===== src/rtl/fft_pkg.sv =====
// fft_pkg: shared constants, complex sample type and framer state encoding
// for the 8-point FFT datapath and its input framer.
package fft_pkg;
    localparam int FFT_WIDTH = 16;
    localparam int FFT_Q_IN  = 12;
    localparam int FFT_Q_OUT = 11;
    localparam int FFT_N     = 8;

    typedef struct packed {
        logic signed [FFT_WIDTH-1:0] re;
        logic signed [FFT_WIDTH-1:0] im;
    } complex_t;

    typedef enum logic [1:0] {FILL, START, WAIT} framer_state_t;
endpackage


===== src/rtl/fft_frame_bank.sv =====
// fft_frame_bank: N-slot complex register bank, one indexed write per cycle,
// every slot visible in parallel.
// Ports:
//   clk, rst          clock, synchronous active-high reset (clears all slots)
//   we, idx           write enable and slot index
//   wr_real, wr_imag  sample written to slot idx
//   rd_real, rd_imag  all slots, slot k at [k*WIDTH +: WIDTH]
module fft_frame_bank
    import fft_pkg::*;
#(
    parameter int WIDTH    = FFT_WIDTH,
    parameter int N_POINTS = FFT_N
)(
    input  logic                        clk,
    input  logic                        rst,
    input  logic                        we,
    input  logic [$clog2(N_POINTS)-1:0] idx,
    input  logic [WIDTH-1:0]            wr_real,
    input  logic [WIDTH-1:0]            wr_imag,
    output logic [N_POINTS*WIDTH-1:0]   rd_real,
    output logic [N_POINTS*WIDTH-1:0]   rd_imag
);
    logic [WIDTH-1:0] re_q [N_POINTS];
    logic [WIDTH-1:0] im_q [N_POINTS];

    always_ff @(posedge clk) begin
        if (rst) begin
            for (int k = 0; k < N_POINTS; k++) begin
                re_q[k] <= '0;
                im_q[k] <= '0;
            end
        end else if (we) begin
            re_q[idx] <= wr_real;
            im_q[idx] <= wr_imag;
        end
    end

    for (genvar k = 0; k < N_POINTS; k++) begin : g_rd
        assign rd_real[k*WIDTH +: WIDTH] = re_q[k];
        assign rd_imag[k*WIDTH +: WIDTH] = im_q[k];
    end
endmodule


===== src/rtl/fft_input_framer.sv =====
// fft_input_framer: gathers a valid/ready stream of complex Q12 samples into
// N-sample frames, hands each aligned frame to the FFT with a one-cycle start
// and holds it until the FFT reports done; misaligned frames are dropped.
// Ports:
//   clk, rst                 clock, synchronous active-high reset
//   s_valid/s_ready          sample handshake (s_ready is register-derived)
//   s_real, s_imag, s_last   sample and end-of-frame marker
//   frame_real, frame_imag   parallel frame, slot k at [k*WIDTH +: WIDTH]
//   fft_start, fft_done      start pulse to / done level from the FFT
//   busy                     a frame is committed to the FFT
//   frame_err                one-cycle pulse per discarded frame
//   frame_cnt                frames started, wrapping
// Build option: FFT_FRAMER_PINGPONG_EN adds a second bank so the next frame
// fills while the FFT works on the current one.
module fft_input_framer
    import fft_pkg::*;
#(
    parameter int WIDTH     = 16,
    parameter int N_POINTS  = 8,
    parameter int CNT_WIDTH = 16
)(
    input  logic                      clk,
    input  logic                      rst,
    input  logic                      s_valid,
    output logic                      s_ready,
    input  logic [WIDTH-1:0]          s_real,
    input  logic [WIDTH-1:0]          s_imag,
    input  logic                      s_last,
    output logic [N_POINTS*WIDTH-1:0] frame_real,
    output logic [N_POINTS*WIDTH-1:0] frame_imag,
    output logic                      fft_start,
    input  logic                      fft_done,
    output logic                      busy,
    output logic                      frame_err,
    output logic [CNT_WIDTH-1:0]      frame_cnt
);
    localparam int IW = $clog2(N_POINTS);

    framer_state_t state, state_n;
    logic [IW-1:0] idx;
    logic accept, at_end, good, bad, restart;

    assign accept    = s_valid && s_ready;
    assign at_end    = idx == IW'(N_POINTS - 1);
    assign good      = accept && at_end && s_last;
    // s_last early, or missing on the final slot, both break alignment
    assign bad       = accept && (at_end != s_last);
    assign fft_start = state == START;
    assign busy      = state != FILL;

`ifdef FFT_FRAMER_PINGPONG_EN
    // sel names the bank being filled; the FFT always sees the other one
    logic sel, full, full_n, swap;
    logic [N_POINTS*WIDTH-1:0] re0, im0, re1, im1;

    assign full_n     = full || (good && state != FILL);
    assign swap       = (state == FILL && good) || (state == WAIT && fft_done && full_n);
    assign restart    = full_n;
    assign s_ready    = !full;
    assign frame_real = sel ? re0 : re1;
    assign frame_imag = sel ? im0 : im1;

    fft_frame_bank #(.WIDTH(WIDTH), .N_POINTS(N_POINTS)) u_bank0 (
        .clk(clk), .rst(rst), .we(accept && !sel), .idx(idx),
        .wr_real(s_real), .wr_imag(s_imag), .rd_real(re0), .rd_imag(im0)
    );

    fft_frame_bank #(.WIDTH(WIDTH), .N_POINTS(N_POINTS)) u_bank1 (
        .clk(clk), .rst(rst), .we(accept && sel), .idx(idx),
        .wr_real(s_real), .wr_imag(s_imag), .rd_real(re1), .rd_imag(im1)
    );

    always_ff @(posedge clk) begin
        if (rst) begin
            sel  <= 1'b0;
            full <= 1'b0;
        end else begin
            sel  <= sel ^ swap;
            full <= full_n && !swap;
        end
    end
`else
    assign restart = 1'b0;
    assign s_ready = state == FILL;

    fft_frame_bank #(.WIDTH(WIDTH), .N_POINTS(N_POINTS)) u_bank (
        .clk(clk), .rst(rst), .we(accept), .idx(idx),
        .wr_real(s_real), .wr_imag(s_imag), .rd_real(frame_real), .rd_imag(frame_imag)
    );
`endif

    always_comb begin
        state_n = state;
        case (state)
            FILL:    if (good) state_n = START;
            START:   state_n = WAIT;
            WAIT:    if (fft_done) state_n = restart ? START : FILL;
            default: state_n = FILL;
        endcase
    end

    always_ff @(posedge clk) begin
        if (rst) begin
            state     <= FILL;
            idx       <= '0;
            frame_err <= 1'b0;
            frame_cnt <= '0;
        end else begin
            state     <= state_n;
            idx       <= (good || bad) ? '0 : idx + IW'(accept);
            frame_err <= bad;
            frame_cnt <= frame_cnt + CNT_WIDTH'(fft_start);
        end
    end
endmodule


===== config.mk =====
export PLATFORM = sky130hd
export DESIGN_NAME = fft_input_framer
export DESIGN_NICKNAME = d
export VERILOG_FILES = /design/src/rtl/fft_pkg.sv /design/src/rtl/fft_frame_bank.sv /design/src/rtl/fft_input_framer.sv
export SDC_FILE = /design/constraint.sdc
export NUM_CORES = 1
export LEC_CHECK = 0
export BUFFER_PORTS_ARGS = -buffer_cell sky130_fd_sc_hd__buf_2
export CORE_ASPECT_RATIO = 0.8
export CORE_UTILIZATION = 53
export CTS_BUF_LIST = sky130_fd_sc_hd__clkbuf_4 sky130_fd_sc_hd__clkbuf_8
export DETAILED_ROUTE_END_ITERATION = 8
export PLACE_DENSITY = 0.91
export SETUP_SLACK_MARGIN = 0.05
export SYNTH_ARGS = -nofsm -noshare
export SYNTH_HDL_FRONTEND = slang
export SYNTH_SLANG_ARGS = --single-unit

===== constraint.sdc =====
create_clock -name clk -period 2.9 [get_ports clk]
set_input_delay 0.29 -clock clk [delete_from_list [all_inputs] [get_ports clk]]
set_output_delay 0.29 -clock clk [all_outputs]
set_load 0.01 [all_outputs]

---- Word-level counts from Yosys, hierarchy flattened ----
Memory sizes are Yosys's and may differ from the RTL's.
Index checks and enable logic that the tools add are counted.
storage, ports and cells
  flip-flop bits (word level) ............. 22
  bits in writable memories ............... 256
  bits of input ports ..................... 37
  word-level logic and storage cells ...... 39
  memories ................................ 2
operators by class
  $add $sub $neg .......................... 2
  equal/unequal tests ..................... 6
  multiplexer cells ....................... 14
  reduce and logical (&&, ||, !) cells .... 11
memories
  memory       depth  bits a word  read ports  clocked after Yosys merged registers in  wr ports  RTL line              source
  u_bank.im_q  8      16           8           0                                        8         fft_frame_bank.sv:24  logic [WIDTH-1:0] im_q [N_POINTS];
  u_bank.re_q  8      16           8           0                                        8         fft_frame_bank.sv:23  logic [WIDTH-1:0] re_q [N_POINTS];
operators by type and width
  operator            number
  $mux 16             2
  $reduce_or 16->1    2
  $add 16x1->16       1
  $mux 1              7
  $mux 3              2
  $pmux 2 s3          1
  $logic_and 1x1->1   4
  $mux 2              2
  $add 3x1->3         1
  $eq 3x3->1 const B  1
  $eq 2x1->1 const B  1
  $eq 2x2->1 const B  1
  $logic_not 2->1     1
  $ne 2x1->1 const B  1
  $ne 2x2->1 const B  1
  $reduce_and 2->1    1
  $reduce_bool 2->1   1
  $reduce_or 2->1     1
  $logic_or 1x1->1    1
  $ne 1x1->1          1

---- Depth between registers and ports, before layout ----
  depth after elaboration ................. 7
  gate-level depth with buffers ........... 6
  mapped depth without buffers ............ 6

---- By module ----
Synthesis repeated with hierarchy kept, for this count alone.
second synthesis, totals
  cells, all modules ...................... 736
  area total of the unflattened synthesis .. 10431.3 um2
by module, submodules not included
  module            times used  cells each  area an instance (um2)  seq. area each (um2)
  fft_frame_bank    1           631         9474.1                  7687.4
  fft_input_framer  1           105         957.2                   440.4

---- Least setup slack after synthesis ----
Ideal clock, no wire load.
  kind .................................... reg2reg
  start ................................... register state[1]
  end ..................................... memory u_bank.im_q[4][0], enable pin
  arrival ................................. 1.825 ns
  setup slack ............................. 0.700 ns
  stages on the path, launching flop included .. 5
  clock period less this slack ............ 2.200 ns
  path through ............................ dfxtp_1 -> or4b_1 -> buf_6 -> nor4b_4 -> or2_2
RTL lines
  what                      RTL line                 source
  start: declaration        fft_input_framer.sv:39   framer_state_t state, state_n;
  start signal: assignment  fft_input_framer.sv:109  state <= state_n;
  end: declaration          fft_frame_bank.sv:24

==> qor.txt <==
P per Cell Area = 602 nW/µm²
Status = completed
Largest cells by area after synthesis = edfxtp_1, and2_1, dfxtp_1
Worst Path Buf+Inv = 1
Worst reg2reg path depth = 4
Yosys warnings = 0
Sequential element share of the synthesized area = 76.3%
Die width = 160 µm
Hold Crit Depth = 2
Worst Skew = 33.1 ps
Wire length per cell = 20.7 µm
Post-CTS Hold Fix Bufs = 0
Row cnt = 45
Antenna cells = 0
Number of port buffers = 312
Post-DP HPWL = 17.4 mm
Final net count = 1,055
Netlist cell types = 35
Post-CTS Resized = 0
Vias in the first global route = 6,654
WHS Endpoint = state[0]$_SDFFE_PP0P_
RD Place Congestion = 0.770
Synth async-reset ratio = 0%
Worst Hold Class = in2reg
Largest net degree at the start of global routing = 34
Core ar. = 19,300 µm²
Dpl cells = 1,228
Io pins = 313
Syn Nets = 711
First-pass GRT wire length = 38.6 mm
H-Tree Depth = 2
Yosys reg bits = 278
Initial DRT Pass Iterations = 5
Placed cell area = 12,600 µm²
Cell area after synthesis = 10,700 µm²
Overall routed net length = 26.8 mm
Final instance area = 13,400 µm²
Place WS = 376 ps
Mapped Cells = 670
Post-layout util = 69.3%
Hold Slack = 61.7 ps
Synth cell count leaders = edfxtp_1, and2_1, and2_2
Critical path launch point type = flip-flop
CP max stage cell = or4b_1
Rel. slew slack = 46.0%
Number of DRC markers in iteration 0 = 676
Min Tclk post-route = 2530 ps
Clock Pin Slew Worst Setup and Hold Paths = 60 ps
Die H = 129 µm
Overall routing resource usage = 25.6%
Setup violators final = 0
Worst-margin pin slew = 810 ps
Slew Limit Fails = 0
WP data required = 3110 ps
Synthesized area per cell = 15.9 µm²
Initial Utilization = 55.2%
Final hold viol count = 0
Max-cap violations = 0
Final TNS setup = 0 ps
Synth Flop Type = edfxtp_1
Root Driver = clkbuf_8
Layout Cells excl Fill = 1,297
Post-synth EDFFs = 256
Vias per cell = 5.22
Leakage = 5.79 nW
Layout area overhead = 25.6%
Fin crit share = 87.4%
PnR worst setup slack = 366 ps
Post-CTS setup buffer count = 0
HP Start = s_last
Highest cell delay on the worst timing path = 900 ps
Synth top area share = 72.2%
Worst vdd ir = 0.455 mV
Total CTS buffers = 42
Detail Route Antenna Nets = 0
Highest clock rate = 395 MHz
Routed via count = 6,770
Clock tree from TritonCTS = done
Sink Count = 278
Pwr Total = 8.06 mW
Initial antenna violation count = 1
RR Endpoint = u_bank.re_q[5][8]$_SDFFCE_PN0P_
Worst EP arrival = 2740 ps
CP top delay family = simple AND/OR/NAND/NOR gates
Worst-skew pair later-pin latency = 540 ps
Critical path type = reg2reg
Post-route DRC = 0
Die footprint = 20,700 µm²
Worst r2r src = state[1]$_SDFFE_PP0P_
Largest area contributor in the netlist = edfxtp_1
CP endpoint kind = flip-flop
Setup crit start = state[1]$_SDFFE_PP0P_
Share of layout cells above drive strength 1 = 42.9%
RSZ-0062 raised after global routing = false
Worst-path fanout max = 22
Top-count cell post-synth = edfxtp_1
Reg2reg setup slack = 370 ps
Critical Path, Cell by Cell = or4b_1 > nor4b_4 > or2_2 > buf_12
Overflow after GRT = 0
Clk buf depth = 3
## layer usage
metal	global-route usage (%)	vias up	share of wire, %
met4	8.12	0	1.6
met3	8.32	45	11
met1	32.5	3275	39
li1	-	3034	-
met2	42.0	416	48
met5	0	-	0
## area by class of cell
cell class / instances / area, µm²
inverter: 7 / 26.3
sequential: 278 / 8130
timing repair buffer: 331 / 1780
multi-input combinational: 354 / 2370
tap: 258 / 323
clock buffer: 58 / 711
clock inverter: 11 / 46.3
fill: 1254 / 5930
## report_power, final
group	switching [mW]	internal [mW]	total [mW]
registers	0.0545	4.53	4.58
logic	0.335	0.167	0.502
clock network	1.41	1.57	2.97
## state kept, by name, indices dropped and copies added, names as in the netlist
register,count
u_bank.re_q,128
idx,3
state,2
frame_err,1
u_bank.im_q,128
frame_cnt,16
## cells in the final DEF, fill, tap and decap left out, types with 5 or more instances in the layout
cell type	count
nor2_1	14
edfxtp_1	256
a21oi_1	9
and2_2	33
dfxtp_1	22
buf_4	13
clkinv_1	9
clkbuf_8	44
or2_2	8
inv_1	7
clkbuf_4	14
buf_2	312
nor2b_1	5
nand3_1	6
buf_12	6
and2_1	227
## cells by family (layout without fill, tap and decap cells)
kind of cell | after synthesis | after routing | share of synthesized area [%]
AO/OA/AOI/OAI | 17 | 17 | 0.928
XOR/XNOR | 5 | 5 | 0.411
adder cells (fa/ha/maj) | 4 | 4 | 0.470
buffers and inverters | 38 | 407 | 1.49
flip-flops | 278 | 278 | 76.3
multiplexers | 5 | 5 | 0.517
AND/OR/NAND/NOR | 323 | 323 | 19.9
## worst max path at each step
| stage | depth (start not counted) | to | slack, ps |
|---|---|---|---|
| after global placement | 5 | u_bank.im_q[5][6]$_SDFFCE_PN0P_ | 420 |
| final | 4 | u_bank.re_q[5][8]$_SDFFCE_PN0P_ | 370 |
| after floorplan | 4 | u_bank.im_q[4][0]$_SDFFCE_PN0P_ | 700 |
| after CTS | 4 | u_bank.im_q[5][10]$_SDFFCE_PN0P_ | 390 |
| after global routing | 4 | u_bank.im_q[5][6]$_SDFFCE_PN0P_ | 270 |
| after detailed placement | 5 | u_bank.im_q[5][8]$_SDFFCE_PN0P_ | 380 |
(Power assumes the default switching activity.)
